[config.mk]
export PLATFORM = sky130hd
export DESIGN_NAME = gun_position_ctrl
export DESIGN_NICKNAME = d
export VERILOG_FILES = /design/src/rtl/gun_position_ctrl.sv
export SDC_FILE = /design/constraint.sdc
export NUM_CORES = 1
export LEC_CHECK = 0
export ABC_AREA = 1
export ABC_CLOCK_PERIOD_IN_PS = 2320
export CORE_MARGIN = 3
export CORE_UTILIZATION = 55
export DETAILED_ROUTE_END_ITERATION = 7
export GPL_ROUTABILITY_DRIVEN = 0
export GPL_TIMING_DRIVEN = 0
export PLACE_DENSITY = 0.79
export REMOVE_ABC_BUFFERS = 1
export SYNTH_ARGS = -nofsm -noshare
export SYNTH_HDL_FRONTEND = slang
export SYNTH_SLANG_ARGS = --single-unit
[constraint.sdc]
create_clock -name clock_12 -period 2.32 [get_ports clock_12]
set_clock_uncertainty 0.05 [all_clocks]
set_input_delay 0.696 -clock clock_12 [delete_from_list [all_inputs] [get_ports clock_12]]
set_output_delay 0.696 -clock clock_12 [all_outputs]
set_load 0.01 [all_outputs]
[src/rtl/gun_position_ctrl.sv]
// Gun aim point: joystick moves pos_h/pos_v on 4 ms ticks, vblank commits gun_h/gun_v.
// Define GUN_POSITION_CTRL_ACCEL_EN to enable the FAST state and hold counter.
module gun_position_ctrl #(
    parameter int H_MIN       = 0,
    parameter int H_MAX       = 63,
    parameter int V_MIN       = 0,
    parameter int V_MAX       = 63,
    parameter int ACCEL_TICKS = 16,
    parameter int STEP_FAST   = 2
) (
    input  logic       clock_12,
    input  logic       reset_n,
    input  logic       cnt_4ms,
    input  logic       video_vblank,
    input  logic       joy_right,
    input  logic       joy_left,
    input  logic       joy_down,
    input  logic       joy_up,
    input  logic       recentre,
    output logic [5:0] gun_h,
    output logic [5:0] gun_v
);

`ifdef GUN_POSITION_CTRL_ACCEL_EN
    typedef enum logic [1:0] {IDLE, SLOW, FAST} state_t;
    localparam logic [4:0] HOLD_LIM = 5'(ACCEL_TICKS - 1);
    localparam logic [6:0] STEP_HI  = 7'(STEP_FAST);
`else
    typedef enum logic {IDLE, SLOW} state_t;
    localparam int unused_accel = ACCEL_TICKS + STEP_FAST;
`endif

    // index 0 is the horizontal axis, index 1 the vertical axis
    localparam logic [1:0][6:0] LO  = {7'(V_MIN), 7'(H_MIN)};
    localparam logic [1:0][6:0] HI  = {7'(V_MAX), 7'(H_MAX)};
    localparam logic [1:0][5:0] CEN = {6'((V_MIN + V_MAX + 1) / 2),
                                       6'((H_MIN + H_MAX + 1) / 2)};

    logic            cnt_q, cnt_h, vb_q, vb_h;
    logic            tick, commit;
    logic [1:0]      fwd, bwd, mv, rev;
    state_t          st_q [2];
    state_t          st_d [2];
    logic [1:0]      dir_q, dir_d;
    logic [1:0][5:0] pos_q, pos_d;
    logic [1:0][6:0] step, inc;
    logic [1:0][5:0] dec;
`ifdef GUN_POSITION_CTRL_ACCEL_EN
    logic [1:0][4:0] hold_q, hold_d, hold_inc;
`endif

    assign tick   = cnt_q & ~cnt_h;
    assign commit = vb_q & ~vb_h;
    assign fwd    = {joy_down, joy_right};
    assign bwd    = {joy_up, joy_left};
    assign mv     = fwd ^ bwd;
    assign rev[0] = (st_q[0] != IDLE) && (fwd[0] != dir_q[0]);
    assign rev[1] = (st_q[1] != IDLE) && (fwd[1] != dir_q[1]);
`ifdef GUN_POSITION_CTRL_ACCEL_EN
    assign hold_inc[0] = (hold_q[0] == 5'd31) ? hold_q[0] : hold_q[0] + 5'd1;
    assign hold_inc[1] = (hold_q[1] == 5'd31) ? hold_q[1] : hold_q[1] + 5'd1;
`endif

    always_ff @(posedge clock_12) begin
        if (!reset_n) begin
            cnt_q <= 1'b1;
            cnt_h <= 1'b1;
            vb_q  <= 1'b1;
            vb_h  <= 1'b1;
            dir_q <= '0;
            pos_q <= CEN;
            gun_h <= CEN[0];
            gun_v <= CEN[1];
            for (int a = 0; a < 2; a++) st_q[a] <= IDLE;
`ifdef GUN_POSITION_CTRL_ACCEL_EN
            hold_q <= '0;
`endif
        end else begin
            cnt_q <= cnt_4ms;
            cnt_h <= cnt_q;
            vb_q  <= video_vblank;
            vb_h  <= vb_q;
            dir_q <= dir_d;
            pos_q <= pos_d;
            for (int a = 0; a < 2; a++) st_q[a] <= st_d[a];
`ifdef GUN_POSITION_CTRL_ACCEL_EN
            hold_q <= hold_d;
`endif
            // pos_q here is the pre-tick value when tick and commit coincide
            if (commit) begin
                gun_h <= pos_q[0];
                gun_v <= pos_q[1];
            end
        end
    end

    always_comb begin
        dir_d = dir_q;
`ifdef GUN_POSITION_CTRL_ACCEL_EN
        hold_d = hold_q;
`endif
        for (int a = 0; a < 2; a++) begin
            st_d[a] = st_q[a];
            if (recentre || (tick && !mv[a])) begin
                st_d[a] = IDLE;
`ifdef GUN_POSITION_CTRL_ACCEL_EN
                hold_d[a] = '0;
`endif
            end else if (tick) begin
                dir_d[a] = fwd[a];
                if (st_q[a] == IDLE || rev[a]) begin
                    st_d[a] = SLOW;
`ifdef GUN_POSITION_CTRL_ACCEL_EN
                    hold_d[a] = '0;
                end else begin
                    hold_d[a] = hold_inc[a];
                    if (hold_inc[a] >= HOLD_LIM) st_d[a] = FAST;
`endif
                end
            end
        end
    end

    always_comb begin
        for (int a = 0; a < 2; a++) begin
            step[a] = 7'd1;
`ifdef GUN_POSITION_CTRL_ACCEL_EN
            if (st_q[a] == FAST && !rev[a]) step[a] = STEP_HI;
`endif
            inc[a]   = {1'b0, pos_q[a]} + step[a];
            dec[a]   = pos_q[a] - step[a][5:0];
            pos_d[a] = pos_q[a];
            if (recentre) begin
                pos_d[a] = CEN[a];
            end else if (tick && mv[a]) begin
                if (fwd[a])
                    pos_d[a] = (inc[a] > HI[a]) ? HI[a][5:0] : inc[a][5:0];
                else
                    pos_d[a] = ({1'b0, pos_q[a]} < LO[a] + step[a]) ?
                               LO[a][5:0] : dec[a];
            end
        end
    end

endmodule

==> results.py <==
metrics = {
    "worst_setup_path": {
        "crit_path_top_delay_cell": "clkdlybuf4s50_1",
        "rr_worst_depth": 5,
        "worstPathRequired_ns": 2.56,
        "cp.arrival_ns": 2.33,
        "critical_path_class": "in2reg",
        "reg2reg_from": "vb_q",
        "worstSetupEndpointType": "flip-flop",
        "crit_fanout": 9,
        "rrSetupSlack_ns": 0.54,
        "worstReg2RegEnd": "gun_h[5]",
        "crit_chain": "clkdlybuf4s50_1 -> nor2_1 -> nor3_4 -> inv_1 -> a21oi_1 -> nand2_1 -> inv_1",
        "critPathMaxStageDelay_ns": 0.67,
        "crit_path_start_kind": "input port",
        "cp_common_cell": "inv_1",
    },
    "route": {
        "wl_per_cell_um": 12.0,
        "viasPerCell": 5.29,
        "vias": 1583,
        "drtAntennaViolNets": 0,
        "drtIter0Drc": 132,
        "drc": 0,
        "wl_um": 3590,
        "first_pass_iters": 6,
    },
    "cts": {
        "h-tree-depth": 1,
        "cts_setup_buffers": 0,
        "cts_buffers": 3,
        "cts.sinks": 28,
        "ctsLongestPathBuffers": 2,
        "clkSlewWorstSetupHoldPaths_ns": 0.14,
        "cts_tree": "done",
        "worstSkewPairLatency_ns": 0.34,
        "cts-hold-fix-buffers": 0,
        "cts-root-buf": "clkbuf_4",
    },
    "place": {
        "dp_slack_ns": -0.332,
        "place.port_buffers": 20,
        "hpwl_um": 2720,
    },
    "die": {
        "initial_utilization": 0.596,
        "fp.dieH_um": 61.4,
        "die_area_um2": 3760,
        "die_w_um": 61.4,
        "ios": 21,
        "num_rows": 19,
        "core-area_um2": 2830,
    },
    "cells_and_area": {
        "nFillCells": 267,
        "layout_commonest_cell": "nand2_1",
        "fin_nets": 284,
        "layout_common_cells": "49 x nand2_1, 36 x inv_1, 28 x dfxtp_1",
        "area_delta_synth_final_pct": 15.1,
        "drive_gt1_frac": 0.0784,
        "seqCellArea_um2": 561,
        "multi_input_area_um2": 931,
        "diodes": 0,
    },
    "flow_run": {
        "maxCapViolations": 0,
    },
    "sta": {
        "setup_viol": 0,
        "rsz0062_at_grt": "false",
        "slew_headroom": 0.313,
        "setup_ws_ns": 0.232,
        "worst_hold_slack_ns": 0.388,
        "drv_slew": 0,
        "timing.fmax_ghz": 0.479,
        "timing.final.crit_share": 0.900,
        "report.final.hold_viol_count": 0,
        "tightest_slew_ns": 1.03,
        "fin_crit_ns": 2.09,
    },
    "pwr": {
        "power_density_nw_per_um2": 486,
        "p_leak_nw": 0.915,
        "ir_drop_mv": 0.541,
    },
    "global_route": {
        "grt_max_degree": 21,
        "antenna_found_initial": 0,
        "grt_use_total": 0.213,
        "grt_pass1_vias": 1363,
        "overflow": 0,
        "grt_pass1_wl_um": 5970,
    },
    "logic_synthesis": {
        "yosysUniqueCellTypes": 30,
        "syn_area_um2": 1690,
        "syn-instance-count": 251,
        "avgSynthCellArea_um2": 6.71,
        "seq_area_frac_synth": 0.333,
        "ys_ff_latch": 28,
        "yosys_warnings": 0,
    },
    "min_path": {
        "holdPathEnd": "vb_h",
        "hp-class": "reg2reg",
        "hold_path_depth": 2,
        "holdCritStartpoint": "vb_q",
    },
    "status": {
        "status": "complete, no violations",
    },
}
-- worst max path at each step --
stage              start  slack, ns  depth (start not counted)        to
4_1_cts          reset_n       0.02                          7  pos_q[0]
6_report       joy_right       0.23                          7  pos_q[1]
3_3_place_gp     reset_n      -0.37                          7  pos_q[0]
3_5_place_dp     reset_n      -0.33                          7  pos_q[0]
2_1_floorplan   joy_left       0.81                          6  pos_q[5]
5_1_grt        joy_right       0.14                          7  pos_q[1]
-- synthesized netlist by cell type, drive strengths merged --
library cell | number | area share
nand2 | 51 | 0.12
inv | 40 | 0.089
dfxtp | 28 | 0.33
nor2 | 26 | 0.064
a21oi | 22 | 0.065
nand3 | 22 | 0.068
o21ai | 21 | 0.062
ha | 6 | 0.045
xor2 | 6 | 0.031
buf | 4 | 0.017
nand4 | 4 | 0.015
nor3 | 4 | 0.025
clkbuf | 3 | 0.0067
o211ai | 3 | 0.013
or2 | 3 | 0.013
a22oi | 2 | 0.0089
xnor2 | 2 | 0.010
clkinv | 1 | 0.0022
nand2b | 1 | 0.0037
nand3b | 1 | 0.0045
o21bai | 1 | 0.0067
-- kinds of logic (layout without fill, tap and decap cells) --
logic type,after synthesis,in the layout,share of synthesized area
and+or+nand+nor,112,112,0.310
AOI/OAI and AO/OA,49,49,0.157
buffers and inverters,48,65,0.115
DFF,28,28,0.333
xor gates and xnor gates,8,8,0.0416
adders and majority gates,6,6,0.0445
-- cell type report --
class	count	share of cell area
repair buffers	20	0.105
inverters	41	0.0794
clock inverters	1	0.0155
clock buffers	3	0.0116
flip-flops and latches	28	0.289
multi-input cells	175	0.480
well taps	31	0.0200
-- registers in the layout, summed over array words and instances (netlist names) --
signal	flops
cnt_h	1
cnt_q	1
gun_h	6
gun_v	6
pos_q	12
vb_h	1
vb_q	1
-- layer usage --
metal / vias up / share of wire / routed length (um) / track usage
li1: 841 / - / - / -
met2: 35 / 0.50 / 1800 / 0.360
met1: 701 / 0.45 / 1610 / 0.274
met3: 6 / 0.038 / 135 / 0.0482
met4: 0 / 0.011 / 39 / 0.0576
met5: - / 0 / 0 / 0
-- critical path, delay by kind of cell --
family / cells / cell delay [ns]
buffers and inverters: 3 / 0.89
and+or+nand+nor: 3 / 0.59
AOI/OAI and AO/OA: 1 / 0.16
-- what timing repair did --
item	CTS	global route
endpoints found under the setup margin	0	9
endpoints found under the hold margin	0	0
resized for setup	0	1
-- power breakdown --
part / switching, W / internal [W]
combinational: 0.0000636 / 0.0000531
sequential: 0.00000944 / 0.000496
clock: 0.000145 / 0.000175
-- per-stage QoR --
step,std cells,area (um2),utilization,setup TNS (ns),total power (W)
4_1_cts,299,1940,0.685,0,0.000952
5_1_grt,299,1940,0.686,0,0.000979
6_report,299,1940,0.686,0,0.000942
2_1_floorplan,244,1650,-,0,0.000580
3_5_place_dp,295,1880,0.666,-2.83,0.000633
3_3_place_gp,295,1880,0.666,-3.10,0.000631
Note: power is estimated with default switching activity, not from simulation.
